<file path="config.mk">
export PLATFORM = sky130hd
export DESIGN_NAME = vertex_burst_reader
export DESIGN_NICKNAME = d
export VERILOG_FILES = /design/src/rtl/burst_pkg.sv /design/src/rtl/burst_fifo.sv /design/src/rtl/vertex_burst_reader.sv
export SDC_FILE = /design/constraint.sdc
export NUM_CORES = 1
export LEC_CHECK = 0
export ABC_AREA = 1
export ABC_CLOCK_PERIOD_IN_PS = 5800
export CAP_MARGIN = 15
export CORE_AREA = 8 8 87 147
export DETAILED_ROUTE_END_ITERATION = 8
export DIE_AREA = 0 0 95 155
export GPL_TIMING_DRIVEN = 0
export HOLD_SLACK_MARGIN = 0.08
export PLACE_DENSITY = 0.83
export SKIP_LAST_GASP = 1
export SLEW_MARGIN = 20
export SYNTH_ARGS = -nofsm -noshare
export SYNTH_HDL_FRONTEND = slang
export SYNTH_HIERARCHICAL = 1
export SYNTH_SLANG_ARGS = --single-unit
</file>
<file path="constraint.sdc">
create_clock -name CLK -period 5.8 [get_ports CLK]
set_input_delay 1.16 -clock CLK [delete_from_list [all_inputs] [get_ports CLK]]
set_output_delay 1.16 -clock CLK [all_outputs]
set_load 0.1 [all_outputs]
</file>
<file path="src/rtl/burst_pkg.sv">
// Shared types and default sizes for the vertex RAM burst reader.
package burst_pkg;

  localparam int DEF_A_WIDTH    = 9;
  localparam int DEF_LEN_WIDTH  = 10;
  localparam int DEF_FIFO_DEPTH = 2;

  typedef enum logic [1:0] {
    IDLE  = 2'd0,
    RUN   = 2'd1,
    DRAIN = 2'd2
  } state_t;

  typedef struct packed {
    logic        last;
    logic [31:0] data;
  } fifo_entry_t;

endpackage

</file>
<file path="src/rtl/burst_fifo.sv">
// Small skid FIFO with same-cycle bypass so a word returned by the RAM can be
// presented downstream in the cycle it arrives. RST flushes it synchronously.
module burst_fifo
  import burst_pkg::*;
#(
  parameter int DEPTH = DEF_FIFO_DEPTH,
  parameter int CNT_W = $clog2(DEPTH + 1)
) (
  input  logic             CLK,
  input  logic             RST,
  input  logic             push,
  input  fifo_entry_t      push_entry,
  input  logic             pop,
  output logic             head_valid,
  output fifo_entry_t      head,
  output logic [CNT_W-1:0] count
);

  localparam int PTR_W = (DEPTH > 1) ? $clog2(DEPTH) : 1;

  fifo_entry_t      mem [DEPTH];
  logic [PTR_W-1:0] rd_ptr;
  logic [PTR_W-1:0] wr_ptr;
  logic [CNT_W-1:0] count_q;
  logic             empty;
  logic             bypass;
  logic             do_write;
  logic             do_read;

  assign empty      = (count_q == '0);
  // An incoming word that is consumed in the same cycle never touches storage.
  assign bypass     = empty && push && pop;
  assign do_write   = push && !bypass;
  assign do_read    = pop && !empty;
  assign head_valid = !empty || push;
  assign count      = count_q;

  // NOTE: every output of a combinational block gets a default first, so no path leaves it unassigned and no latch is inferred.
  always_comb begin
    head = '0;
    if (!empty)    head = mem[rd_ptr];
    else if (push) head = push_entry;
  end

  // NOTE: storage is not reset; occupancy lives in the pointers and count, so stale entries are never observed.
  always_ff @(posedge CLK) begin
    if (do_write) mem[wr_ptr] <= push_entry;
  end

  // NOTE: sequential state uses non-blocking assignments so all registers update from pre-edge values.
  always_ff @(posedge CLK) begin
    if (RST) begin
      rd_ptr  <= '0;
      wr_ptr  <= '0;
      count_q <= '0;
    end else begin
      if (do_write) wr_ptr <= (wr_ptr == PTR_W'(DEPTH - 1)) ? '0 : wr_ptr + PTR_W'(1);
      if (do_read)  rd_ptr <= (rd_ptr == PTR_W'(DEPTH - 1)) ? '0 : rd_ptr + PTR_W'(1);
      case ({do_write, do_read})
        2'b10:   count_q <= count_q + CNT_W'(1);
        2'b01:   count_q <= count_q - CNT_W'(1);
        default: count_q <= count_q;
      endcase
    end
  end

endmodule

</file>
<file path="src/rtl/vertex_burst_reader.sv">
// Burst read engine in front of the vertex RAM: (addr, len) command in, word stream out.
// Define BURST_CLEAR_EN to turn every read into a read-and-clear of the RAM slot.
module vertex_burst_reader
  import burst_pkg::*;
#(
  parameter int A_WIDTH    = DEF_A_WIDTH,
  parameter int LEN_WIDTH  = DEF_LEN_WIDTH,
  parameter int FIFO_DEPTH = DEF_FIFO_DEPTH
) (
  input  logic                 CLK,
  input  logic                 RST,
  input  logic                 start_valid,
  output logic                 start_ready,
  input  logic [A_WIDTH-1:0]   start_addr,
  input  logic [LEN_WIDTH-1:0] start_len,
  output logic                 out_valid,
  input  logic                 out_ready,
  output logic [31:0]          out_data,
  output logic                 out_last,
  output logic                 busy,
  output logic                 ram_en,
  output logic [3:0]           ram_we,
  output logic [31:0]          ram_di,
  output logic [A_WIDTH-1:0]   ram_a,
  input  logic [31:0]          ram_do
);

  localparam int CNT_W = $clog2(FIFO_DEPTH + 1);

  state_t               state;
  logic [A_WIDTH-1:0]   addr_q;
  logic [LEN_WIDTH-1:0] remain_q;
  logic                 inflight_q;
  logic                 inflight_last_q;
  logic                 issue;
  logic                 push;
  logic                 pop;
  logic                 head_valid;
  fifo_entry_t          push_entry;
  fifo_entry_t          head;
  logic [CNT_W-1:0]     fifo_count;

  // Never let queued plus in-flight words exceed the FIFO, so a push always has room.
  assign issue = (state == RUN) &&
                 ((int'(fifo_count) + int'(inflight_q)) < FIFO_DEPTH);

  assign start_ready = (state == IDLE) && !RST;
  assign busy        = (state != IDLE);
  assign ram_en      = issue;
  assign ram_a       = addr_q;
  assign ram_di      = '0;

`ifdef BURST_CLEAR_EN
  assign ram_we = issue ? 4'hF : 4'h0;
`else
  assign ram_we = 4'h0;
`endif

  assign push       = inflight_q && !RST;
  assign push_entry = '{last: inflight_last_q, data: ram_do};
  assign pop        = head_valid && out_ready;

  assign out_valid = head_valid;
  assign out_data  = head.data;
  assign out_last  = head.last;

  burst_fifo #(
    .DEPTH (FIFO_DEPTH),
    .CNT_W (CNT_W)
  ) u_fifo (
    .CLK        (CLK),
    .RST        (RST),
    .push       (push),
    .push_entry (push_entry),
    .pop        (pop),
    .head_valid (head_valid),
    .head       (head),
    .count      (fifo_count)
  );

  always_ff @(posedge CLK) begin
    if (RST) begin
      state           <= IDLE;
      addr_q          <= '0;
      remain_q        <= '0;
      inflight_q      <= 1'b0;
      inflight_last_q <= 1'b0;
    end else begin
      inflight_q      <= issue;
      inflight_last_q <= issue && (remain_q == LEN_WIDTH'(1));
      case (state)
        IDLE: begin
          // Zero-length commands are consumed without leaving IDLE.
          if (start_valid && (start_len != '0)) begin
            addr_q   <= start_addr;
            remain_q <= start_len;
            state    <= RUN;
          end
        end
        RUN: begin
          if (issue) begin
            addr_q   <= addr_q + A_WIDTH'(1);
            remain_q <= remain_q - LEN_WIDTH'(1);
            if (remain_q == LEN_WIDTH'(1)) state <= DRAIN;
          end
        end
        DRAIN: begin
          if (pop && head.last) state <= IDLE;
        end
        default: state <= IDLE;
      endcase
    end
  end

endmodule

</file>
* Word-level counts from Yosys, hierarchy flattened *
Memory sizes are Yosys's and may differ from the RTL's. A register that Yosys moved wholly into a read port is not among the register bits.
Cells that the tools add are included.

cells by class
  equal/unequal tests = 9
  mux-type cells = 20
  $lt $le $gt $ge = 1
  add/subtract/negate cells = 7
  reductions and logical operators = 23

operators by type and width
  operator                                                                 number
  33-bit two-way mux                                                       2
  10-bit two-way mux                                                       2
  10-bit one-hot mux with 2 select lines                                   1
  9-bit two-way mux                                                        2
  9-bit one-hot mux with 2 select lines                                    1
  1-bit logical AND                                                        11
  10-bit by 1-bit == test with 1-bit output, second input constant         1
  10-bit nonzero test                                                      1
  10-bit by 1-bit subtractor with 10-bit output, second input constant     1
  9-bit by 1-bit adder with 9-bit output, second input constant            1
  2-bit two-way mux                                                        4
  1-bit two-way mux                                                        6
  2-bit one-hot mux with 3 select lines                                    1
  2-bit nonzero test                                                       3
  2-bit by 1-bit == test with 1-bit output, second input constant          2
  2-bit == test, second input constant                                     2
  2-bit logical NOT                                                        2
  2-bit by 1-bit inequality test with 1-bit output, second input constant  2
  2-bit inequality test, second input constant                             2
  2-bit one-hot mux with 2 select lines                                    1
  4-bit AND reduction                                                      1
  2-bit by 1-bit adder with 3-bit output                                   1
  1-bit logical NOT                                                        3
  3-bit by 2-bit < comparator with 1-bit output, second input constant     1
  5 further kinds                                                          6

word-level totals
  register bits after elaboration = 27
  bits of input ports = 55
  output and inout port bits = 82
  word-level logic and storage cells = 69
  memories = 1
  memory bits (writable) = 66

memories
  name        words  width  rd ports  clocked after Yosys merged registers in  wr ports  RTL line          text
  u_fifo.mem  2      33     1         1                                        1         burst_fifo.sv:21  fifo_entry_t mem [DEPTH];

* Longest topological paths before layout *
  word-level depth = 9
  gate-level depth with buffers = 14
  gate-level depth less buffers = 13

* Cells and area by module *
The synthesis kept the hierarchy.

by module, submodules not included
  module               area an instance (µm²)  instances  cells an instance  seq. area each (µm²)
  burst_fifo           2939.1                  1          254                2082.0
  vertex_burst_reader  1783.0                  1          280                460.4

* Worst setup path after synthesis *
No wires, ideal clock.

  path kind = input to register
  start = in RST
  end = mem u_fifo/mem[0][0] in the netlist's numbering, enable pin
  setup slack = 1.313 ns
  path buffers = 2
  library setup time = 0.423 ns
  arrival = 4.064 ns
  stages = 9
  data required time = 5.377 ns
  path through = clkbuf_1 > nor2_1 > buf_2 > or2_1 > nand2_1 > inv_1 > nand2_1 > nand2_1 > nor2_1

on the way
  word-level cells in the longest chain between the ends = 9
  elaborated cells on any way between the ends = 10
  classes of those cells = mux (2); reduce/logical (8)

RTL lines
  what                                     RTL line                   text
  start: declaration                       vertex_burst_reader.sv:11  input logic RST,
  1-bit logical NOT                        vertex_burst_reader.sv:59  assign push = inflight_q && !RST;
  1-bit logical AND                        vertex_burst_reader.sv:59
  net push                                 vertex_burst_reader.sv:36  logic push;
  1-bit logical OR                         burst_fifo.sv:35           assign head_valid = !empty || push;
  net out_valid                            vertex_burst_reader.sv:16  output logic out_valid,
  1-bit logical AND                        vertex_burst_reader.sv:61  assign pop = head_valid && out_ready;
  net pop                                  vertex_burst_reader.sv:37  logic pop;
  1-bit logical AND                        burst_fifo.sv:32           assign bypass = empty && push && pop;
  1-bit logical NOT                        burst_fifo.sv:33           assign do_write = push && !bypass;
  1-bit logical AND                        burst_fifo.sv:33
  1-bit two-way mux                        burst_fifo.sv:47           if (do_write) mem[wr_ptr] <= push_entry;
  1-bit two-way mux (not written as such)  burst_fifo.sv:47
  end: declaration                         burst_fifo.sv:21

The timed path passes the listed nets, and every way through them passes these cells.

* Worst setup path in the final report *
  start = in RST
  end = out out_data[30]

on the way
  word-level cells in the longest chain between the ends = 4

RTL lines
  what                RTL line                   text
  1-bit logical NOT   vertex_burst_reader.sv:59
  1-bit logical AND   vertex_burst_reader.sv:59
  net push            vertex_burst_reader.sv:36
  33-bit two-way mux  burst_fifo.sv:42           else if (push) head = push_entry;
  33-bit two-way mux  burst_fifo.sv:41           if (!empty) head = mem[rd_ptr];
  end: declaration    vertex_burst_reader.sv:18  output logic [31:0] out_data,

The timed path passes the listed nets, and every way through them passes these cells.

==> results.ini <==
[detailed_routing]
wl_met2_um = 6559
wirelength_um = 12160
dr.pass1.iters = 5
vias_per_cell = 5.018
drt-met1-wl_um = 4584
ant_nets = 0
via_count = 4105
first_iter_violations = 153
post-route-drc-count = 0
wl_met3_um = 693
post_drt_wl_per_cell_um = 14.86
topRoutingLayerUsed = met5

[layout]
final_core_util_pct = 58.10
area_growth_pct = 34.26
antenna_cells = 0
drive_above_1_share_pct = 12.10
final_cell_mix = clkdlybuf4s50_1 (100), nor2_1 (95), nand2_1 (68)
layout_commonest_cell = clkdlybuf4s50_1
final_area_um2 = 6340
fin_nets = 740

[timing]
whs_ps = 473.6
finalHoldViolCount = 0
finClkSkew_ps = 4.517
maxSlewViolCount = 0
fin_crit_sh_pct = 92.50
setup_viol = 0
fmax_mhz = 186.4
rsz0062_at_grt = no
relSlewSlack_pct = 32.77
post-route-worst-setup-slack_ps = 435.1
worst-slew-pin-transition_ps = 1005
finalCriticalPeriod_ps = 5365
finalSetupTns_ps = 0

[setup_path]
r2r_cells = 9
endpoint_kind = output port
worst_setup_path_start_kind = primary input
worst_path_dominant_cell_family = buffers and inverters
critPathMaxStageDelay_ps = 1190
cp.required_ps = 4640
r2r_end = u_fifo/mem[1][1]
path_cells = clkdlybuf4s50_1 > clkbuf_1 > nor2_1 > buf_2 > clkbuf_1 > nand3_1 > o21ai_0 > clkdlybuf4s50_1
crit_path_max_fanout = 10
cp_slowest_cell = clkdlybuf4s50_1
timing.rr.start = u_fifo/count[1]
critPathBufInv = 5
worstPathArrival_ps = 4200
ff2ff_setup_slack_ps = 3330
critPathKind = primary input to output port

[clocking]
root_buffer = clkbuf_16
cts_resized = 0
cts_tree = yes
cts.sinks = 94
post_cts_buffers = 0
cts_buffer_depth = 2
clk_latency_ps = 330
htreeDepth = 3
clkSlewWorstSetupHoldPaths_ps = 70
hold_buffers = 0
cts_made_buffers = 9

[floorplan]
die_area_um2 = 14730
start_util_pct = 43.27
placementRows = 51
die_height_um = 155
core_area_um2 = 10910
io_pins = 137
dieWidth_um = 95

[synth]
synthMuxAreaShare_pct = 0
synth_xor_area_share_pct = 0.7419
synth.avg_cell_area_um2 = 8.843
synth_compound_area_share_pct = 11.39
synth_top_family_by_area = simple AND/OR/NAND/NOR gates
synthAdderAreaFrac_pct = 1.060
synth-simple-area-share_pct = 21.41
synth-seq-cells = 94
synth_cells = 534
seq_area_frac_synth_pct = 53.84
ys_types = 33
yosys_warnings = 6
synthesis.area_um2 = 4722

[worst_hold_path]
min_path_type = register to register
min_to = u_fifo/mem[1][32]
hold_depth = 0
min-delay-start = inflight_last_q

[global_routing]
grt_overflow_total = 0
antenna_found_initial = 1
grt_pass1_wl_um = 19280
grt_pass1_vias = 4084
grt_max_degree = 34
grtUsageTotal_pct = 16.40

[outcome]
status = finished, final reports clean

[placement]
place_congestion = 0.8677
placed_cell_area_um2 = 6055
preCtsSetupSlack_ps = 459.3
hpwl_um = 9436
io_buffers = 100

[job]
cap_violations = 0

[power_and_ir_drop]
power.ir.vdd_worst_mv = 0.2839
p_per_area_nw_per_um2 = 341.0
leakagePower_nw = 2.509

cell type report:
class	instances	area [um^2]
tap	132	165.2
inverter	31	121.4
buffer	61	420.4
fill	971	4572
multi-input combinational	383	1777
timing repair buffer	101	1028
sequential	94	2542
clock buffer	9	225.2
clock inverter	7	60.06
worst register-to-register path: stages, from the launching register on:
cell and delay [ps]:
dfxtp_1 360, nor2_4 250, inv_2 120, buf_4 190
or2_1 250, nand2_1 90, inv_1 70, nand2_1 100
nand3_1 110, inv_2 560
worst max path at each step:
| stage | from | endpoint | slack (ps) | depth (start not counted) |
|---|---|---|---|---|
| floorplan | RST | u_fifo/mem[0][0] | 1310 | 9 |
| global placement | RST | u_fifo/mem[0][26] | 260 | 10 |
| detailed placement | RST | out_data[12] | 460 | 8 |
| CTS | RST | out_data[30] | 440 | 8 |
| global route | RST | out_data[30] | 270 | 8 |
| finish | RST | out_data[30] | 440 | 8 |
flip-flops by register name, summed over array words and instances, names as in the netlist, named ones only:
register / count
u_fifo/wr_ptr: 1
u_fifo/mem: 66
u_fifo/count: 2
inflight_q: 1
u_fifo/rd_ptr: 1
ram_a: 9
remain_q: 10
inflight_last_q: 1
state: 2
power breakdown:
part / total (W) / switching, W / internal (W)
Clock: 0.000546 / 0.000250 / 0.000296
Combinational: 0.000807 / 0.000589 / 0.000218
Sequential: 0.000809 / 0.0000448 / 0.000764
through the flow:
step / instances / total power [W]
floorplan: 569 / 0.001435
global placement: 801 / 0.001613
detailed placement: 802 / 0.001626
CTS: 818 / 0.002178
global route: 818 / 0.002257
finish: 818 / 0.002162
layer usage:
layer / vias to the layer above / track usage (%)
li1: 2033 / -
met1: 1889 / 17.21
met3: 22 / 4.052
met5: - / 0
met4: 2 / 7.410
met2: 159 / 29.46
Yosys cell counts (all sizes together):
cell | n | area share [%]
nor2 | 98 | 8.1
o21ai | 90 | 9.5
nand2 | 71 | 6.0
edfxtp | 66 | 42
buf | 55 | 8.4
nand3 | 54 | 5.8
inv | 31 | 2.6
dfxtp | 28 | 12
a21oi | 9 | 0.95
clkbuf | 6 | 0.48
nand4 | 5 | 0.66
ha | 4 | 1.1
o21bai | 4 | 0.64
or2 | 4 | 0.53
xor2 | 3 | 0.56
a31oi | 2 | 0.26
and2 | 1 | 0.16
conb | 1 | 0.079
nor3 | 1 | 0.11
xnor2 | 1 | 0.19
kinds of logic after synthesis:
family,count (synthesis)
AND/OR/NAND/NOR,234
other,1
flip-flops,94
adder cells (fa/ha/maj),4
AO/OA/AOI/OAI,105
XOR/XNOR,4
buffers and inverters,92
No activity file was read; power rests on OpenSTA's default activity.
